### config.mk
export PLATFORM = sky130hd
export DESIGN_NAME = fir_feed_scheduler_flat
export DESIGN_NICKNAME = d
export VERILOG_FILES = /design/src/rtl/fir_feed_if.sv /design/src/rtl/fir_feed_scheduler.sv /design/src/flat_wrapper.sv
export SDC_FILE = /design/constraint.sdc
export NUM_CORES = 1
export LEC_CHECK = 0
export CORE_ASPECT_RATIO = 0.9
export CORE_MARGIN = 10
export CORE_UTILIZATION = 48
export DETAILED_ROUTE_END_ITERATION = 7
export GPL_TIMING_DRIVEN = 0
export PLACE_DENSITY_LB_ADDON = 0.3
export SYNTH_ARGS = -nofsm -noshare
export SYNTH_HDL_FRONTEND = slang
export SYNTH_SLANG_ARGS = --single-unit
### constraint.sdc
create_clock -name clk -period 3.79 [get_ports clk]
set_clock_uncertainty 0.15 [all_clocks]
set_input_delay 0.379 -clock clk [delete_from_list [all_inputs] [get_ports clk]]
set_output_delay 0.379 -clock clk [all_outputs]
set_load 0.02 [all_outputs]
### src/rtl/fir_feed_if.sv
// Bus-side and core-side signals for fir_feed_scheduler.
// The scheduler uses the slave modport; the register block and core model use master.
interface fir_feed_if #(
  parameter int unsigned DEPTH = 4,
  parameter int unsigned NCOEF = 4
);
  localparam int unsigned CW = $clog2(DEPTH) + 1;

  logic [15:0]         sample_in;
  logic                sample_wr;
  logic                sample_full;
  logic [CW-1:0]       sample_count;
  logic [16*NCOEF-1:0] coeff_set;
  logic                coeff_wr;
  logic                coeff_busy;
  logic                coeff_done;
  logic [15:0]         sample_data;
  logic [15:0]         fir_coefficient;
  logic                data_ready;
  logic                load_coeff;
  logic                modwait;
  logic                overrun;
  logic                ack_err;
  logic [15:0]         feed_cnt;

  modport master (
    output sample_in, sample_wr, coeff_set, coeff_wr, modwait,
    input  sample_full, sample_count, coeff_busy, coeff_done, sample_data,
           fir_coefficient, data_ready, load_coeff, overrun, ack_err, feed_cnt
  );

  modport slave (
    input  sample_in, sample_wr, coeff_set, coeff_wr, modwait,
    output sample_full, sample_count, coeff_busy, coeff_done, sample_data,
           fir_coefficient, data_ready, load_coeff, overrun, ack_err, feed_cnt
  );
endinterface

### src/rtl/fir_feed_scheduler.sv
// Sample FIFO plus coefficient latch sharing the FIR core's strobe interface, paced on modwait.
// Define FIR_FEED_STATS_EN to count completed samples on feed_cnt (tied to 0 otherwise).
module fir_feed_scheduler #(
  parameter int unsigned DEPTH       = 4,
  parameter int unsigned NCOEF       = 4,
  parameter int unsigned ACK_TIMEOUT = 8
) (
  input  logic      clk,
  input  logic      rst,
  fir_feed_if.slave bus
);
  localparam int unsigned AW = $clog2(DEPTH);
  localparam int unsigned CW = $clog2(DEPTH) + 1;
  localparam int unsigned IW = (NCOEF > 1) ? $clog2(NCOEF) : 1;
  localparam int unsigned TW = $clog2(ACK_TIMEOUT + 1);

  localparam logic [2:0] IDLE      = 3'd0;
  localparam logic [2:0] SAMP_STB  = 3'd1;
  localparam logic [2:0] COEF_STB  = 3'd2;
  localparam logic [2:0] WAIT_ACK  = 3'd3;
  localparam logic [2:0] WAIT_DONE = 3'd4;

  logic [2:0]          state, state_next;
  logic [15:0]         mem [DEPTH];
  logic [AW-1:0]       wr_ptr, rd_ptr;
  logic [CW-1:0]       count_next;
  logic [16*NCOEF-1:0] coef_latch;
  logic [IW-1:0]       coef_idx, coef_idx_next;
  logic [TW-1:0]       ack_timer;
  logic                item_coef;
  logic                push, pop, drop, latch_coef;
  logic                timeout, set_done, set_abort;

  // FIFO and latch handshake; a push into a full FIFO survives only if this cycle pops
  always_comb begin
    pop        = (state == SAMP_STB);
    push       = bus.sample_wr && (!bus.sample_full || pop);
    drop       = bus.sample_wr && bus.sample_full && !pop;
    count_next = bus.sample_count + CW'(push) - CW'(pop);
    latch_coef = bus.coeff_wr && !bus.coeff_busy;
  end

  always_ff @(posedge clk or posedge rst) begin
    if (rst) state <= IDLE;
    else     state <= state_next;
  end

  // Arbitration and item sequencing; a pending coefficient set always wins over samples
  always_comb begin
    state_next    = state;
    coef_idx_next = coef_idx;
    timeout       = 1'b0;
    set_done      = 1'b0;
    set_abort     = 1'b0;
    case (state)
      IDLE: begin
        if (bus.coeff_busy)                                 state_next = COEF_STB;
        else if (bus.sample_count != '0 && !bus.modwait)    state_next = SAMP_STB;
      end
      SAMP_STB, COEF_STB: state_next = WAIT_ACK;
      WAIT_ACK: begin
        if (bus.modwait) begin
          state_next = WAIT_DONE;
        end else if (ack_timer == TW'(ACK_TIMEOUT - 1)) begin
          timeout    = 1'b1;
          state_next = IDLE;
          if (item_coef) begin
            set_abort     = 1'b1;
            coef_idx_next = '0;
          end
        end
      end
      WAIT_DONE: begin
        if (!bus.modwait) begin
          if (!item_coef) begin
            state_next = IDLE;
          end else if (coef_idx == IW'(NCOEF - 1)) begin
            set_done      = 1'b1;
            coef_idx_next = '0;
            state_next    = IDLE;
          end else begin
            coef_idx_next = coef_idx + IW'(1);
            state_next    = COEF_STB;
          end
        end
      end
      default: state_next = IDLE;
    endcase
  end

  always_ff @(posedge clk) begin
    if (push) mem[wr_ptr] <= bus.sample_in;
  end

  // Registered datapath and outputs; strobes are decoded from the next state
  always_ff @(posedge clk or posedge rst) begin
    if (rst) begin
      wr_ptr              <= '0;
      rd_ptr              <= '0;
      coef_latch          <= '0;
      coef_idx            <= '0;
      ack_timer           <= '0;
      item_coef           <= 1'b0;
      bus.sample_count    <= '0;
      bus.sample_full     <= 1'b0;
      bus.coeff_busy      <= 1'b0;
      bus.coeff_done      <= 1'b0;
      bus.sample_data     <= '0;
      bus.fir_coefficient <= '0;
      bus.data_ready      <= 1'b0;
      bus.load_coeff      <= 1'b0;
      bus.overrun         <= 1'b0;
      bus.ack_err         <= 1'b0;
    end else begin
      if (push) wr_ptr <= wr_ptr + AW'(1);
      if (pop)  rd_ptr <= rd_ptr + AW'(1);
      bus.sample_count <= count_next;
      bus.sample_full  <= (count_next == CW'(DEPTH));
      bus.overrun      <= drop;

      if (latch_coef) begin
        coef_latch     <= bus.coeff_set;
        bus.coeff_busy <= 1'b1;
      end else if (set_done || set_abort) begin
        bus.coeff_busy <= 1'b0;
      end
      coef_idx       <= coef_idx_next;
      bus.coeff_done <= set_done;
      bus.ack_err    <= timeout;

      if (state == WAIT_ACK && !bus.modwait) ack_timer <= ack_timer + TW'(1);
      else                                   ack_timer <= '0;

      bus.data_ready <= (state_next == SAMP_STB);
      bus.load_coeff <= (state_next == COEF_STB);
      if (state_next == SAMP_STB) begin
        item_coef       <= 1'b0;
        bus.sample_data <= mem[rd_ptr];
      end
      if (state_next == COEF_STB) begin
        item_coef           <= 1'b1;
        bus.fir_coefficient <= coef_latch[16*coef_idx_next +: 16];
      end
    end
  end

`ifdef FIR_FEED_STATS_EN
  // Completed (acknowledged and released) samples, saturating
  always_ff @(posedge clk or posedge rst) begin
    if (rst) begin
      bus.feed_cnt <= '0;
    end else if (state == WAIT_DONE && !bus.modwait && !item_coef &&
                 bus.feed_cnt != 16'hFFFF) begin
      bus.feed_cnt <= bus.feed_cnt + 16'd1;
    end
  end
`else
  assign bus.feed_cnt = '0;
`endif

endmodule

### src/flat_wrapper.sv
// flat-port wrapper written by rule: the top's interface ports become plain ports
module fir_feed_scheduler_flat 
#(
  parameter int unsigned DEPTH       = 4,
  parameter int unsigned NCOEF       = 4,
  parameter int unsigned ACK_TIMEOUT = 8
)
  (clk, rst, bus_sample_in, bus_sample_wr, bus_coeff_set, bus_coeff_wr, bus_modwait, bus_sample_full, bus_sample_count, bus_coeff_busy, bus_coeff_done, bus_sample_data, bus_fir_coefficient, bus_data_ready, bus_load_coeff, bus_overrun, bus_ack_err, bus_feed_cnt);
  fir_feed_if #(.DEPTH(DEPTH), .NCOEF(NCOEF)) bus_i ();
  input  logic clk;
  input  logic rst;
  input wire logic [$bits(bus_i.sample_in)-1:0] bus_sample_in;
  input wire logic [$bits(bus_i.sample_wr)-1:0] bus_sample_wr;
  input wire logic [$bits(bus_i.coeff_set)-1:0] bus_coeff_set;
  input wire logic [$bits(bus_i.coeff_wr)-1:0] bus_coeff_wr;
  input wire logic [$bits(bus_i.modwait)-1:0] bus_modwait;
  output wire logic [$bits(bus_i.sample_full)-1:0] bus_sample_full;
  output wire logic [$bits(bus_i.sample_count)-1:0] bus_sample_count;
  output wire logic [$bits(bus_i.coeff_busy)-1:0] bus_coeff_busy;
  output wire logic [$bits(bus_i.coeff_done)-1:0] bus_coeff_done;
  output wire logic [$bits(bus_i.sample_data)-1:0] bus_sample_data;
  output wire logic [$bits(bus_i.fir_coefficient)-1:0] bus_fir_coefficient;
  output wire logic [$bits(bus_i.data_ready)-1:0] bus_data_ready;
  output wire logic [$bits(bus_i.load_coeff)-1:0] bus_load_coeff;
  output wire logic [$bits(bus_i.overrun)-1:0] bus_overrun;
  output wire logic [$bits(bus_i.ack_err)-1:0] bus_ack_err;
  output wire logic [$bits(bus_i.feed_cnt)-1:0] bus_feed_cnt;
  assign bus_i.sample_in = bus_sample_in;
  assign bus_i.sample_wr = bus_sample_wr;
  assign bus_i.coeff_set = bus_coeff_set;
  assign bus_i.coeff_wr = bus_coeff_wr;
  assign bus_i.modwait = bus_modwait;
  assign bus_sample_full = bus_i.sample_full;
  assign bus_sample_count = bus_i.sample_count;
  assign bus_coeff_busy = bus_i.coeff_busy;
  assign bus_coeff_done = bus_i.coeff_done;
  assign bus_sample_data = bus_i.sample_data;
  assign bus_fir_coefficient = bus_i.fir_coefficient;
  assign bus_data_ready = bus_i.data_ready;
  assign bus_load_coeff = bus_i.load_coeff;
  assign bus_overrun = bus_i.overrun;
  assign bus_ack_err = bus_i.ack_err;
  assign bus_feed_cnt = bus_i.feed_cnt;
  fir_feed_scheduler #(.DEPTH(DEPTH), .NCOEF(NCOEF), .ACK_TIMEOUT(ACK_TIMEOUT)) u_core (.clk(clk), .rst(rst), .bus(bus_i));
endmodule
* After elaboration in Yosys (flattened, before gate mapping)
Memory sizes are Yosys's and may differ from the RTL's. A register that Yosys moved wholly into a read port is not among the register bits. Index checks and enable logic that the tools add are counted.
Word-level totals: flip-flop bits (word level) 104, bits in writable memories 64, input port bits 85, output and inout bits 58, word-level logic and storage cells 83, memories kept 1
Cells by class: add/subtract/negate cells 6, equal/unequal tests 9, shift operators 1, mux-type cells 33, reductions and logical operators 17
Memories:
- u_core.mem | words 4, width 16, rd ports 1, clocked after memory_dff 1, write ports 1, line fir_feed_scheduler.sv:24 | logic [15:0] mem [DEPTH];
Operators by type and width (count):
- $shiftx A64 B7 Y16 | 1
- $mux W3 | 6
- $mux W1 | 17
- $mux W2 | 7
- $pmux W3 S4 | 1
- $eq A3 B2 Y1 const B | 3
- $add A2 B1 Y2 const B | 3
- $eq A3 B1 Y1 const B | 2
- $eq A3 B3 Y1 const B | 2
- $logic_and A1 B1 Y1 | 6
- $add A4 B1 Y4 const B | 1
- $eq A4 B3 Y1 const B | 1
- $logic_not A1 Y1 | 4
- $mux W4 | 1
- $pmux W2 S2 | 1
- $reduce_bool A2 Y1 | 2
- $add A3 B1 Y3 | 1
- $logic_not A3 Y1 | 1
- $reduce_bool A3 Y1 | 1
- $sub A3 B1 Y3 | 1
- $eq A2 B2 Y1 const B | 1
- $logic_or A1 B1 Y1 | 2
- $reduce_or A2 Y1 | 1

* Longest topological paths before layout
depth in word-level cells 8, gate-level depth with buffers 11, gate-level depth less buffers 9

* Worst setup path after synthesis
Ideal clock, no wire load.
kind reg-to-reg, start register u_core.state[2], end register u_core.bus.sample_full, library setup time 0.088 ns, arrival time 2.301 ns, required time 3.552 ns, slack 1.251 ns, cell stages (with the launch flop) 12, buffers on the path 2, period minus slack after synthesis 2.539 ns, cell sequence dfrtp_1 buf_2 or3b_2 clkbuf_1 inv_1 ha_1 inv_1 ha_1 fa_1 xnor2_1 xnor2_1 nor3b_1
On the way: cells in the longest elaborated chain, start to end 6
Ends and longest elaborated chain:
- from (decl) | line fir_feed_scheduler.sv:23 | logic [2:0] state, state_next;
- from (signal assigned) | line fir_feed_scheduler.sv:45 | else state <= state_next;
- $eq A3 B1 Y1 * | line fir_feed_scheduler.sv:36 | pop = (state == SAMP_STB);
- $logic_or A1 B1 Y1 | line fir_feed_scheduler.sv:37 | push = bus.sample_wr && (!bus.sample_full || pop);
- $logic_and A1 B1 Y1 | line fir_feed_scheduler.sv:37
- $add A3 B1 Y3 | line fir_feed_scheduler.sv:39 | count_next = bus.sample_count + CW'(push) - CW'(pop);
- $sub A3 B1 Y3 * | line fir_feed_scheduler.sv:39
- net u_core.count_next[2] | line fir_feed_scheduler.sv:26 | logic [CW-1:0] count_next;
- $eq A3 B3 Y1 * | line fir_feed_scheduler.sv:118 | bus.sample_full <= (count_next == CW'(DEPTH));
- to (signal assigned) | line fir_feed_scheduler.sv:118
- to (decl) | line fir_feed_if.sv:34 | output sample_full, sample_count, coeff_busy, coeff_done, sample_data,
Mark *: on every way through the listed nets, which the timed path passes. The rest lies on a longest branch. A chain may end at the register's enable or synchronous reset.

* Worst setup path after layout
start register u_core.state[2], end memory u_core.mem[3][9], enable pin
On the way: cells in the longest elaborated chain, start to end 5
Ends and longest elaborated chain:
- $eq A3 B1 Y1 | line fir_feed_scheduler.sv:36
- $logic_or A1 B1 Y1 | line fir_feed_scheduler.sv:37
- $logic_and A1 B1 Y1 | line fir_feed_scheduler.sv:37
- net u_core.push | line fir_feed_scheduler.sv:31 | logic push, pop, drop, latch_coef;
- $mux W1 | line fir_feed_scheduler.sv:92 | if (push) mem[wr_ptr] <= bus.sample_in;
- $mux W1 (not written as such) | line fir_feed_scheduler.sv:92
- to (decl) | line fir_feed_scheduler.sv:24
The timed path passes the listed nets, and every way through them passes these cells.

==> metrics <==
Worst R2R Setup Slack 780 ps; slew at the pin closest to its max-slew limit 927 ps; commonest cells in the netlist dfrtp_1, edfxtp_1, nor2_1; largest net degree at the start of global routing 68; CTS tree yes; number of global-route vias before repair 5524; Die X 158 um; CP required 3690 ps; fin crit share 79.3%; Final min period 3010 ps; full die area 22700 um2; Hold-fix buffers, CTS 0; io pins 143; # fillers 1291; Setup-failing EPs final 0; pwr/cell area 764 nW/um2; Reg2Reg Depth 5; synth-to-layout area growth 27.2%; Final HPWL DP 14300 um; row count 45; RSZ-0062 raised after global routing no; dominant cell type by area after synthesis dfrtp_1; # H-tree levels 4; Gates resized, CTS repair 0; first-pass GRT wire length 30800 um; Max-cap violations 0; iteration-0 DRC count of the detailed router 322; Final Hold Fails 0; Final nets 879; clk_lat worst skew 430 ps; Worst VDD drop 0.575 mV; grt total ovfl 0; P_leak 4.14 nW; share of cells above drive strength 1 16.9%; Clock Sinks 184; most used routing layer met2; Chip Height 144 um; top post-synthesis cells by area dfrtp_1, edfxtp_1, mux2_2; dominant synthesized flop cell dfrtp_1; Final Wtd Congestion 0.823; critical path peak fanout 16; Core ar. 16800 um2; Hold WC Path Type input pin to asynchronous set/reset pin; asr flop ratio synth 65.2%; post-DR vias/cell 5.42; met2 GRT Util 27.0%; Slowest-stage cell, CP and2_1; CP Data Arrival Time 2910 ps; met1 GRT Util 24.2%; wire length per cell 19.3 um; kind of start point of the critical path flip-flop; mapped cell area 8180 um2; Post-Route WL 19500 um; Yosys cell types 50; RR Endpoint u_core.mem[3][9]; Root Buffer clkbuf_16; postcts setup bufs 0; Inserted Diodes 0; Mapped Cells 624; cell with the most instances after synthesis dfrtp_1; Critical Path Source u_core.state[2]; status completed; gr usage total 17.7%; Worst Setup Path Type flip-flop to flip-flop; starting density of the core 48.7%; pins over their slew limit 0; I/O Buffers 126; slowest stage delay, CP 830 ps; CTS buffer count 17; met3 usage 4.96%; FF+latch count, synth 184; slew margin rel. 38.2%; Post-DRT Antenna Nets 0; total number of vias 5467; f_max 333 MHz; Pwr Total 0.00795 W; Seq/Total Area, Yosys 60.2%; Setup crit end u_core.mem[3][9]; top cell type's share of synthesized area 36.7%; Final Instance Area 10400 um2; Reg clk slew, reported paths 70 ps; reg2reg start u_core.state[2]; Residual DRC 0; Post-synth EDFFs 64; initial antenna violation count 0; syn avg cell area 13.1 um2; clock buffer depth 2; 1st-pass router iterations 5; endpoint class of the critical path flip-flop; yosys warns 0; placed instance area 9790 um2; ordered cell list for the critical path buf_2, or3b_2, clkbuf_1, a21boi_1, and2_1
[routing by layer]
layer	vias up	routed length, um
li1	2557	-
met5	-	0
met1	2692	8630
met2	204	9200
met3	14	1510
met4	0	155
[critical path, delay by kind of cell (launching register included)]
| kind | cells | cell delay, ps |
|---|---|---|
| AOI/OAI and AO/OA | 1 | 490 |
| buffers and inverters | 2 | 320 |
| DFF | 1 | 360 |
| and+or+nand+nor | 2 | 1300 |
[cell usage in the layout, fill, tap and decap left out, types with 6 or more instances in the layout]
cell             netlist  final
mux2_4                 6      6
clkbuf_16              0     20
nor3_1                20     20
mux2i_1               30     30
mux2_2                49     49
a211oi_1              15     15
clkbuf_1              29     33
mux2_1                 8      8
ha_1                   8      8
edfxtp_1              64     64
buf_4                 17     17
nand2_1               27     27
a31oi_1               32     32
or4_1                 16     16
dfrtp_1              120    120
clkdlybuf4s50_1        0    126
nor2_1                56     56
buf_2                  8      8
o21ai_0               19     19
inv_1                 31     30
xnor2_1                7      7
conb_1                 1     16
mux4_2                16     16
[flip-flops by register name (all words and copies together), names as in the netlist, 2 cells and up]
name                        count
u_core.coef_latch              64
u_core.bus.sample_count         3
u_core.bus.sample_data         16
u_core.mem                     64
u_core.ack_timer                4
u_core.coef_idx                 2
u_core.rd_ptr                   2
u_core.state                    3
u_core.wr_ptr                   2
u_core.bus.fir_coefficient     16
[kinds of logic after synthesis]
kind of cell	share of synthesized area (%)
xor+xnor	0.857
other cells	0.0459
compound gates	6.35
buf+inv	5.26
flops	60.2
simple gates	8.77
fa+ha+maj	1.47
mux	17.0
[stage by stage]
step	worst slack, ps	cells	util [%]	TNS (ps)	hold slack [ps]
finish	783	1009	62.0	0	235
global route	578	1009	62.0	0	278
CTS	718	1009	62.0	0	253
detailed placement	732	977	58.4	0	328
global placement	-1580	976	58.2	-189510	297
floorplan	75.2	639	-	0	283
[area by class of cell]
class	instances	area, um2	area share [%]
flip-flops and latches	184	4920	47.3
plain buffers	57	310	2.98
clock inverters	6	75.1	0.722
clock buffers	26	537	5.16
inverters	32	125	1.20
multi-input cells	366	2880	27.7
repair buffers	127	1290	12.4
well taps	211	264	2.54
[how the worst min path moves through the flow]
stage	startpoint	to	slack (ps)
floorplan	u_core.ack_timer[0]	u_core.ack_timer[0]	280
detailed placement	u_core.ack_timer[0]	u_core.ack_timer[0]	330
global route	rst	u_core.bus.sample_data[8]	280
global placement	u_core.ack_timer[0]	u_core.ack_timer[0]	300
CTS	rst	u_core.bus.sample_data[8]	250
finish	rst	u_core.bus.sample_data[8]	230
[report_power, final]
group | switching, W | internal, W | total, W | leakage, nW
Combinational | 0.00150 | 0.00140 | 0.00290 | 1.81
Sequential | 0.000435 | 0.00280 | 0.00323 | 2.04
Clock | 0.000754 | 0.00106 | 0.00182 | 0.297
Note: power is estimated with default switching activity, not from simulation.
